File: src/rtl/crank_gen_pkg.sv
// Shared types and constants for the 60-2 crank trigger-wheel generator.
package crank_gen_pkg;

    typedef enum logic {
        IDLE,
        RUN
    } state_t;

    localparam int CRANK_TEETH_TOTAL   = 60;
    localparam int CRANK_TEETH_MISSING = 2;
    localparam int CRANK_MIN_PERIOD    = 4;

endpackage

File: src/rtl/crank_wheel_gen_if.sv
// Control and waveform bundle between the wheel generator and its user.
interface crank_wheel_gen_if #(
    parameter int PERIOD_WIDTH = 24,
    parameter int TOOTH_WIDTH  = 8
);

    logic                    ena;
    logic [PERIOD_WIDTH-1:0] period;
    logic                    period_load;
    logic                    cap_out;
    logic [TOOTH_WIDTH-1:0]  tooth_num;
    logic                    tooth_stb;
    logic                    gap_stb;
    logic                    busy;

    modport master (
        output ena,
        output period,
        output period_load,
        input  cap_out,
        input  tooth_num,
        input  tooth_stb,
        input  gap_stb,
        input  busy
    );

    modport slave (
        input  ena,
        input  period,
        input  period_load,
        output cap_out,
        output tooth_num,
        output tooth_stb,
        output gap_stb,
        output busy
    );

endinterface

File: src/rtl/crank_tooth_timer.sv
// Per-tooth phase counter and active period; flags the tooth boundary and
// the high phase of the cycle that follows the next clock edge.
module crank_tooth_timer #(
    parameter int PERIOD_WIDTH = 24
) (
    input  logic                    clk,
    input  logic                    rst,
    input  logic                    start,
    input  logic                    run,
    input  logic [PERIOD_WIDTH-1:0] sh_per,
    output logic                    bnd,
    output logic                    hi_nxt
);

    localparam logic [PERIOD_WIDTH-1:0] ONE = PERIOD_WIDTH'(1);

    logic [PERIOD_WIDTH-1:0] pcnt;
    logic [PERIOD_WIDTH-1:0] act_per;
    logic [PERIOD_WIDTH-1:0] pcnt_n;
    logic [PERIOD_WIDTH-1:0] act_n;

    assign bnd = run && (pcnt == act_per - ONE);

    // Period changes only take effect at a tooth start.
    always_comb begin
        pcnt_n = '0;
        act_n  = act_per;
        if (start || bnd) begin
            act_n = sh_per;
        end else if (run) begin
            pcnt_n = pcnt + ONE;
        end
        hi_nxt = pcnt_n < (act_n >> 1);
    end

    always_ff @(posedge clk or negedge rst) begin
        if (!rst) begin
            pcnt    <= '0;
            act_per <= '0;
        end else begin
            pcnt    <= pcnt_n;
            act_per <= act_n;
        end
    end

endmodule

File: src/rtl/crank_wheel_gen.sv
// 60-2 trigger-wheel source: run/idle FSM, shadow period, tooth index and
// registered wheel waveform with tooth and gap strobes.
module crank_wheel_gen
    import crank_gen_pkg::*;
#(
    parameter int PERIOD_WIDTH  = 24,
    parameter int TOOTH_WIDTH   = 8,
    parameter int TEETH_TOTAL   = CRANK_TEETH_TOTAL,
    parameter int TEETH_MISSING = CRANK_TEETH_MISSING
) (
    input logic              clk,
    input logic              rst,
    crank_wheel_gen_if.slave bus
);

    localparam logic [PERIOD_WIDTH-1:0] MIN_PER =
        PERIOD_WIDTH'(CRANK_MIN_PERIOD);
    localparam logic [TOOTH_WIDTH-1:0] T_ONE  = TOOTH_WIDTH'(1);
    localparam logic [TOOTH_WIDTH-1:0] T_LAST = TOOTH_WIDTH'(TEETH_TOTAL - 1);
    localparam logic [TOOTH_WIDTH-1:0] T_MISS =
        TOOTH_WIDTH'(TEETH_TOTAL - TEETH_MISSING);

    state_t                  state;
    logic [PERIOD_WIDTH-1:0] sh_per;
    logic [PERIOD_WIDTH-1:0] per_in;
    logic [TOOTH_WIDTH-1:0]  tooth_num;
    logic [TOOTH_WIDTH-1:0]  tooth_n;
    logic                    cap_out;
    logic                    tooth_stb;
    logic                    gap_stb;
    logic                    busy;

    logic start;
    logic run;
    logic stop;
    logic adv;
    logic last;
    logic live_n;
    logic bnd;
    logic hi_nxt;

    // Short nonzero periods are raised to keep a distinct high and low phase.
    always_comb begin
        per_in = bus.period;
        if (bus.period != '0 && bus.period < MIN_PER) begin
            per_in = MIN_PER;
        end
    end

    assign run    = (state == RUN);
    assign start  = (state == IDLE) && bus.ena && (sh_per != '0);
    assign stop   = bnd && (!bus.ena || sh_per == '0);
    assign adv    = bnd && !stop;
    assign last   = (tooth_num == T_LAST);
    assign live_n = start || (run && !stop);

    always_comb begin
        tooth_n = tooth_num;
        if (start || stop) begin
            tooth_n = '0;
        end else if (adv) begin
            tooth_n = last ? '0 : tooth_num + T_ONE;
        end
    end

    crank_tooth_timer #(
        .PERIOD_WIDTH(PERIOD_WIDTH)
    ) u_timer (
        .clk    (clk),
        .rst    (rst),
        .start  (start),
        .run    (run),
        .sh_per (sh_per),
        .bnd    (bnd),
        .hi_nxt (hi_nxt)
    );

    always_ff @(posedge clk or negedge rst) begin
        if (!rst) begin
            state     <= IDLE;
            sh_per    <= '0;
            tooth_num <= '0;
            cap_out   <= 1'b0;
            tooth_stb <= 1'b0;
            gap_stb   <= 1'b0;
            busy      <= 1'b0;
        end else begin
            if (bus.period_load) begin
                sh_per <= per_in;
            end
            unique case (state)
                IDLE: if (start) state <= RUN;
                RUN:  if (stop) state <= IDLE;
            endcase
            tooth_num <= tooth_n;
            tooth_stb <= start || adv;
            gap_stb   <= start || (adv && last);
            busy      <= live_n;
            // Missing positions stay low for their whole period.
            cap_out   <= live_n && hi_nxt && (tooth_n < T_MISS);
        end
    end

    assign bus.cap_out   = cap_out;
    assign bus.tooth_num = tooth_num;
    assign bus.tooth_stb = tooth_stb;
    assign bus.gap_stb   = gap_stb;
    assign bus.busy      = busy;

endmodule

File: src/flat_wrapper.sv
// flat-port wrapper written by rule: the top's interface ports become plain ports
module crank_wheel_gen_flat import crank_gen_pkg::*;
#(
    parameter int PERIOD_WIDTH  = 24,
    parameter int TOOTH_WIDTH   = 8,
    parameter int TEETH_TOTAL   = CRANK_TEETH_TOTAL,
    parameter int TEETH_MISSING = CRANK_TEETH_MISSING
)
  (clk, rst, bus_ena, bus_period, bus_period_load, bus_cap_out, bus_tooth_num, bus_tooth_stb, bus_gap_stb, bus_busy);
  crank_wheel_gen_if #(.PERIOD_WIDTH(PERIOD_WIDTH), .TOOTH_WIDTH(TOOTH_WIDTH)) bus_i ();
  input logic clk;
  input logic rst;
  input wire logic [$bits(bus_i.ena)-1:0] bus_ena;
  input wire logic [$bits(bus_i.period)-1:0] bus_period;
  input wire logic [$bits(bus_i.period_load)-1:0] bus_period_load;
  output wire logic [$bits(bus_i.cap_out)-1:0] bus_cap_out;
  output wire logic [$bits(bus_i.tooth_num)-1:0] bus_tooth_num;
  output wire logic [$bits(bus_i.tooth_stb)-1:0] bus_tooth_stb;
  output wire logic [$bits(bus_i.gap_stb)-1:0] bus_gap_stb;
  output wire logic [$bits(bus_i.busy)-1:0] bus_busy;
  assign bus_i.ena = bus_ena;
  assign bus_i.period = bus_period;
  assign bus_i.period_load = bus_period_load;
  assign bus_cap_out = bus_i.cap_out;
  assign bus_tooth_num = bus_i.tooth_num;
  assign bus_tooth_stb = bus_i.tooth_stb;
  assign bus_gap_stb = bus_i.gap_stb;
  assign bus_busy = bus_i.busy;
  crank_wheel_gen #(.PERIOD_WIDTH(PERIOD_WIDTH), .TOOTH_WIDTH(TOOTH_WIDTH), .TEETH_TOTAL(TEETH_TOTAL), .TEETH_MISSING(TEETH_MISSING)) u_core (.clk(clk), .rst(rst), .bus(bus_i));
endmodule
File: config.mk
export PLATFORM = sky130hd
export DESIGN_NAME = crank_wheel_gen_flat
export DESIGN_NICKNAME = d
export VERILOG_FILES = /design/src/rtl/crank_gen_pkg.sv /design/src/rtl/crank_wheel_gen_if.sv /design/src/rtl/crank_tooth_timer.sv /design/src/rtl/crank_wheel_gen.sv /design/src/flat_wrapper.sv
export SDC_FILE = /design/constraint.sdc
export NUM_CORES = 1
export LEC_CHECK = 0
export CORE_MARGIN = 4
export CORE_UTILIZATION = 35
export DETAILED_ROUTE_END_ITERATION = 8
export PLACE_DENSITY_LB_ADDON = 0.25
export REMOVE_ABC_BUFFERS = 1
export SYNTH_ARGS = -nofsm -noshare
export SYNTH_HDL_FRONTEND = slang
export SYNTH_SLANG_ARGS = --single-unit
export TNS_END_PERCENT = 30
File: constraint.sdc
create_clock -name clk -period 5.4 [get_ports clk]
set_input_delay 0.81 -clock clk [delete_from_list [all_inputs] [get_ports clk]]
set_output_delay 0.81 -clock clk [all_outputs]
set_load 0.02 [all_outputs]
* Yosys cells after proc, flatten, opt, wreduce, memory -nomap -nowiden
Index checks and enable logic that the tools add are counted.
** Operators by class
- Bitwise operators :: 1
- Multiply operators :: 0
- Shifts and indexed selects :: 0
- Add/subtract/negate cells :: 3
- Reduce and logical (&&, ||, !) cells :: 21
- Mux-type cells :: 10
- Eq/ne operators :: 2
- Order comparisons :: 3
- Divide/modulo/power cells :: 0
** Operators by type and width (count)
- $mux W24 :: 4
- $reduce_bool A24 Y1 :: 2
- $add A24 B1 Y24 const B :: 1
- $eq A24 B24 Y1 :: 1
- $logic_not A24 Y1 :: 1
- $lt A24 B23 Y1 :: 1
- $lt A24 B3 Y1 const B :: 1
- $mux W8 :: 3
- $sub A24 B1 Y24 const B :: 1
- $logic_and A1 B1 Y1 :: 10
- $add A8 B1 Y8 const B :: 1
- $eq A8 B6 Y1 const B :: 1
- $lt A8 B6 Y1 const B :: 1
- $logic_or A1 B1 Y1 :: 6
- $logic_not A1 Y1 :: 2
- $mux W1 :: 2
- $pmux W1 S2 :: 1
- $not A1 Y1 :: 1
** Storage, ports and cells
- Word-level logic and storage cells :: 50
- Memories :: 0
- Register bits after elaboration :: 85
- Bits in read-only memories :: 0
- Output and inout port bits :: 12
- Bits in latches :: 0
- Bits in writable memories :: 0

* Depth between registers and ports, before layout
- Depth in word-level cells :: 10
- Depth in mapped cells :: 24

* Modules after synthesis
Synthesis repeated with hierarchy kept, for this count alone.
** Second synthesis, totals
- Cells, all modules :: 524
- Area, all modules :: 5417.7 um2
** By module, submodules not included
- crank_tooth_timer :: cells each 364, area an instance 3525.9 um2, instances 1
- crank_wheel_gen :: cells each 160, area an instance 1891.8 um2, instances 1

* Worst setup path after synthesis
OpenSTA, ideal clock, no wires.
- Kind :: flip-flop to flip-flop
- Start point :: register u_core.u_timer.act_per[9]
- End point :: register u_core.cap_out (netlist: u_core.bus.cap_out)
- Required time :: 5304 ps
- Buffers on the path :: 4
- Cell stages (with the launch flop) :: 22
- Setup slack :: 444 ps
- Arrival :: 4861 ps
- Cell sequence :: dfrtp_1 -> or4_4 -> or3_1 -> buf_6 -> nor4_2 -> mux2i_1 -> nor3_1 -> or4_1 -> buf_6 -> o21a_1 -> buf_6 -> buf_4 -> mux2i_1 -> ha_1 -> o21a_1 -> o21a_1 -> o2111ai_1 -> o21bai_1 -> o31ai_1 -> a21bo_2 -> nand4_1 -> a311oi_2
** Between the ends
- Longest elaborated chain between the ends :: 10
** Ends and longest elaborated chain
- start: declaration :: line crank_tooth_timer.sv:18 : logic [PERIOD_WIDTH-1:0] act_per;
- start signal: assignment :: line crank_tooth_timer.sv:42 : act_per <= act_n;
- parallel branches: the longest is 9 deep, another holds $sub A24 B1 Y24
- $logic_and A1 B1 Y1 * :: line crank_wheel_gen.sv:100 : cap_out <= live_n && hi_nxt && (tooth_n < T_MISS);
- end signal: assignment :: line crank_wheel_gen.sv:100
- end: declaration :: line crank_wheel_gen.sv:28 : logic cap_out;
Every way passes the cells marked *.
A chain may end at the register's enable or synchronous reset.

* Worst setup path after layout
- Start point :: register u_core.u_timer.act_per[10]
- End point :: register u_core.cap_out (netlist: u_core.bus.cap_out)
The elaborated chain is that of the path after synthesis.

==> results summary <==
The flow ran to the end, and the final reports show no timing, DRC or antenna violations. The final critical path time including I/O delays and setup is roughly 5.1 ns. The internal power contribution is around 1300 uW.

The detail route stage leaves a number of antenna-violating nets equal to 0. In the layout the commonest cells are 85 x sky130_fd_sc_hd__dfrtp_1, 50 x sky130_fd_sc_hd__nor2_1, 40 x sky130_fd_sc_hd__inv_1, 38 x sky130_fd_sc_hd__clkdlybuf4s50_1, 29 x sky130_fd_sc_hd__xor2_1. The max-cap check violation count is 0. The kind of start point of the critical path is a register.

Ranked by total cell area, the synthesized netlist is headed by sky130_fd_sc_hd__dfrtp_1 41%, sky130_fd_sc_hd__ha_1 6.0%, sky130_fd_sc_hd__xor2_1 4.9%. The biggest area contributor in the post-synthesis netlist is sky130_fd_sc_hd__dfrtp_1. The sum of routed wire length over all layers came out at between 10000 and 15000 um. The source of the worst register-to-register timing path is u_core.u_timer.act_per[10]$_DFF_PN0_. Counting every instance in the synthesized netlist gives ~520. The critical path goes through or4_4 -> or3_4 -> or4_1 -> a22oi_1 -> nand4b_1 -> or4_4 -> o21a_1 -> buf_4 -> mux2i_1 -> ha_1 -> a211oi_1 -> nor2_1 -> o21ai_0 -> nand2b_1 -> a221oi_1 -> o21ai_0 -> a21oi_1 -> nand4_1 -> a311oi_2. Setup violations remaining at the end of the flow were counted as 0. The endpoint required time on the critical path came out at about 5.7 ns. Dividing total power by cell area gives a power density of 304 nW/um2. After detailed routing, the number of vias per cell comes to around 5.4. The part of the power in combinational logic is between 20% and 30%. The leading cell type in the layout, fill and taps excluded is sky130_fd_sc_hd__dfrtp_1.

The maximum clock skew at final layout is between 0.005 and 0.006 ns. The worst hold-check slack came out at 0.435 ns. The count of unique library cells instantiated by Yosys is 67.

The total CTS buffers is 9. The peak supply drop came out at between 0.00015 and 0.0002 V. The proportion of synthesized chip area in sequential cells is just over 40%. For this design, the slowest cell found on the critical path is sky130_fd_sc_hd__or4_4. The global-route congestion overflow total is 0. In the post-route analysis, the smallest setup slack over all paths is about 0.32 ns.

The post-synthesis adder-cell area fraction is between 6 and 7%. The area after detailed placement came out at a little under 6000 um2. The global routing usage summed across all routing layers is between 15 and 20%.

The sequential share of power came out at 42.8%. In this run the register-to-register setup slack is around 0.32 ns. The final layout contains between 600 and 700 nets.

In this run the clock root is driven by a sky130_fd_sc_hd__clkbuf_16. The die boundary height is 130 um. For this run, the number of Yosys warnings is 0.

Counting along the longest clock path gives a buffer depth of 2. The pre-CTS setup slack came out at around 0.19 ns. The die covers ~17000 um2. The clock network accounts for between 30 and 40% of the total power. After floorplanning, the core was divided into 44 placement rows.

The clock latency at the later pin of the worst-skew pair came out at ~0.35 ns. The worst setup path is captured at a register. Setup repair after global routing left no endpoint under its margin. The clock tree synthesis step divided the H-tree into 3 levels. The initial DRC count is 192.

The worst reg2reg path depth is 19. The pin slew with the least headroom to its limit is about 0.86 ns. The number of global-route vias before repair came out at 4154. The multiplexer share of the synthesized area came out at just under 10%. The detailed-placement wirelength estimate is 10800 um. The number of clock sinks seen by CTS is 85. The critical path arrival is around 5.3 ns. The headroom to the max-slew limit is 42.3%.

The top cell type's share of synthesized area is around two fifths. The delay contributed by the slowest stage of the critical path is roughly 0.55 ns. The endpoint of the most critical register-to-register path is u_core.bus.cap_out$_DFF_PN0_. 40 I/O pins were placed. The final non-filler cell area came out at 6210 um2.

The hold violation count in the final report came out at 0. Of the available clock period, the critical path in the final layout requires between 90% and 100%. The number of buffers inserted by hold repair at cts is 0. Among cell families on the critical path, the largest total delay comes from simple AND/OR/NAND/NOR gates.

The highest clock frequency the design can meet came out at approximately 0.2 GHz. The number of diodes came out at 0. The weighted congestion reported at the end of routability-driven placement came out at approximately 0.90. Buffers placed on the I/O ports in this run total 39.

TritonCTS built the clock tree. The number of antenna violations at the first check in global routing is 0. The number of synthesized flops with an enable pin is 0. For this run, asynchronously set or reset flops after synthesis account for 100%. The count of vias placed by the detailed router came out at roughly 4k.

The synthesized-area fraction occupied by ao, oa, aoi and oai cells is 9.52%. The area of the placeable core is approximately 15000 um2. The layout overhead on the synthesized area came out at 19.7%.

In the routed design, unresolved DRC markers number 0. The cell area that synthesis handed to floorplanning was 5190 um2. The first-pass iteration count of the detailed router came out at 5. The total of flip-flops plus latches after synthesis came out at 85. Clock-pin slew was measured on the worst setup and hold paths at ~0.060 ns. Cells with a size suffix above 1 make up ~14% of the layout. The first global-routing pass estimated 22500 um of wire.

The xor/xnor cell area share of the yosys netlist is a little under a tenth. The number of buffers and inverters on the critical path came out at 1. The initial standard-cell utilization of the core is a little over a third. The max-slew violation count is 0.

Dividing the detail-routed wire length by the instance count gives ~18 um. The leakage power of the design came out at around 0.0029 uW. The completed layout was analyzed and its total power is ~1900 uW.

In this run the power spent charging and discharging nets is roughly 600 uW. By area, the combinational part of the netlist is dominated by simple AND/OR/NAND/NOR gates. The floorplan step set the die width to roughly 130 um. The filler cells instantiated in the layout total 1435. Along the worst path, the maximum fanout reaches 11. The maximum number of pins on one net before global-route repair is 47. Of the total power, the share spent switching nets is a little under a third. The post-synthesis share of cell area spent on and, or, nand and nor gates came out at about a fifth.

Averaged over all synthesized cells, the footprint is just under 10 um2. The type of the setup path with the least slack is register to register. The tightest min-delay check is of the primary input to asynchronous set/reset pin type. Among all flip-flop cells after synthesis, the most frequent one is sky130_fd_sc_hd__dfrtp_1.
-- power groups by stage --
stage | combinational (uW) | clock [uW] | sequential (uW)
floorplan | 299 | 0 | 791
global placement | 436 | 0 | 817
detailed placement | 443 | 0 | 818
CTS | 447 | 648 | 807
global route | 498 | 674 | 821
finish | 446 | 635 | 810
-- kinds of logic after synthesis --
group           after synthesis
compound gates               69
xor+xnor                     54
fa+ha+maj                    25
buf+inv                      57
flops                        85
mux                          47
simple gates                185
-- flip-flops by register name, indices dropped and copies added, names as in the netlist --
| register | flops |
|---|---|
| u_core.bus.busy | 1 |
| u_core.bus.cap_out | 1 |
| u_core.bus.gap_stb | 1 |
| u_core.bus.tooth_num | 8 |
| u_core.bus.tooth_stb | 1 |
| u_core.run | 1 |
| u_core.sh_per | 24 |
| u_core.u_timer.act_per | 24 |
| u_core.u_timer.pcnt | 24 |
-- area by class of cell --
type                       instances  area [um2]  share of cell area (%)
multi-input combinational        380        2860                    46.0
timing repair buffer              60         546                    8.78
clock inverter                     3        45.0                   0.725
clock buffer                      12         256                    4.13
tap                              184         230                    3.71
sequential                        85        2130                    34.2
inverter                          40         150                    2.42
-- worst register-to-register path, cell delays in order (launching register included) --
cell and delay [ns]:
sky130_fd_sc_hd__dfrtp_1 0.41, sky130_fd_sc_hd__or4_4 0.54, sky130_fd_sc_hd__or3_4 0.40, sky130_fd_sc_hd__or4_1 0.40, sky130_fd_sc_hd__a22oi_1 0.17, sky130_fd_sc_hd__nand4b_1 0.15, sky130_fd_sc_hd__or4_4 0.55, sky130_fd_sc_hd__o21a_1 0.20
sky130_fd_sc_hd__buf_4 0.20, sky130_fd_sc_hd__mux2i_1 0.23, sky130_fd_sc_hd__ha_1 0.28, sky130_fd_sc_hd__a211oi_1 0.22, sky130_fd_sc_hd__nor2_1 0.07, sky130_fd_sc_hd__o21ai_0 0.14, sky130_fd_sc_hd__nand2b_1 0.07, sky130_fd_sc_hd__a221oi_1 0.27
sky130_fd_sc_hd__o21ai_0 0.14, sky130_fd_sc_hd__a21oi_1 0.18, sky130_fd_sc_hd__nand4_1 0.12, sky130_fd_sc_hd__a311oi_2 0.24
-- timing repair --
item	CTS	global route
setup buffers	0	0
endpoints found under the hold margin	0	0
setup endpoints to repair	0	1
resized for setup	0	5
-- stage by stage --
step                std cells  utilization (%)  TNS [ns]
floorplan                 505                -    -0.432
global placement          749             40.5         0
detailed placement        749             40.5         0
CTS                       764             42.5         0
global route              764             42.7         0
finish                    764             42.7         0
-- layer usage --
layer	wire length, um	track usage [%]	up-vias	part of all wire, %
met3	577	3.40	19	4.1
met5	0	0	-	0
li1	-	-	1985	-
met1	6520	23.8	1995	47
met4	320	6.48	0	2.3
met2	6510	27.6	104	47
-- worst max-delay path by stage --
stage / from / to / depth (start not counted)
global route: u_core.u_timer.act_per[10]$_DFF_PN0_ / u_core.bus.cap_out$_DFF_PN0_ / 20
floorplan: u_core.u_timer.act_per[5]$_DFF_PN0_ / u_core.bus.cap_out$_DFF_PN0_ / 16
detailed placement: u_core.u_timer.act_per[10]$_DFF_PN0_ / u_core.bus.cap_out$_DFF_PN0_ / 17
global placement: u_core.u_timer.act_per[10]$_DFF_PN0_ / u_core.bus.cap_out$_DFF_PN0_ / 17
CTS: u_core.u_timer.act_per[10]$_DFF_PN0_ / u_core.bus.cap_out$_DFF_PN0_ / 17
finish: u_core.u_timer.act_per[10]$_DFF_PN0_ / u_core.bus.cap_out$_DFF_PN0_ / 19
-- synth_stat cells, drive strengths merged, types with 2 or more instances --
cell type  count
a211oi         3
a21o           5
a21oi         10
a22oi          2
a311oi         3
a31o           2
and3          10
and4           2
buf            5
clkbuf        12
dfrtp         85
ha            25
inv           40
mux2          23
mux2i         24
nand2         22
nand2b         4
nand3         23
nand4         11
nand4b         4
nor2          51
nor2b          3
nor3          16
nor4          19
o211ai         4
o21a           3
o21ai         19
o21bai         2
o221ai         2
o22ai          3
o31ai          2
or3            5
or4            6
xnor2         25
xor2          29
Note: power is estimated with default switching activity, not from simulation.
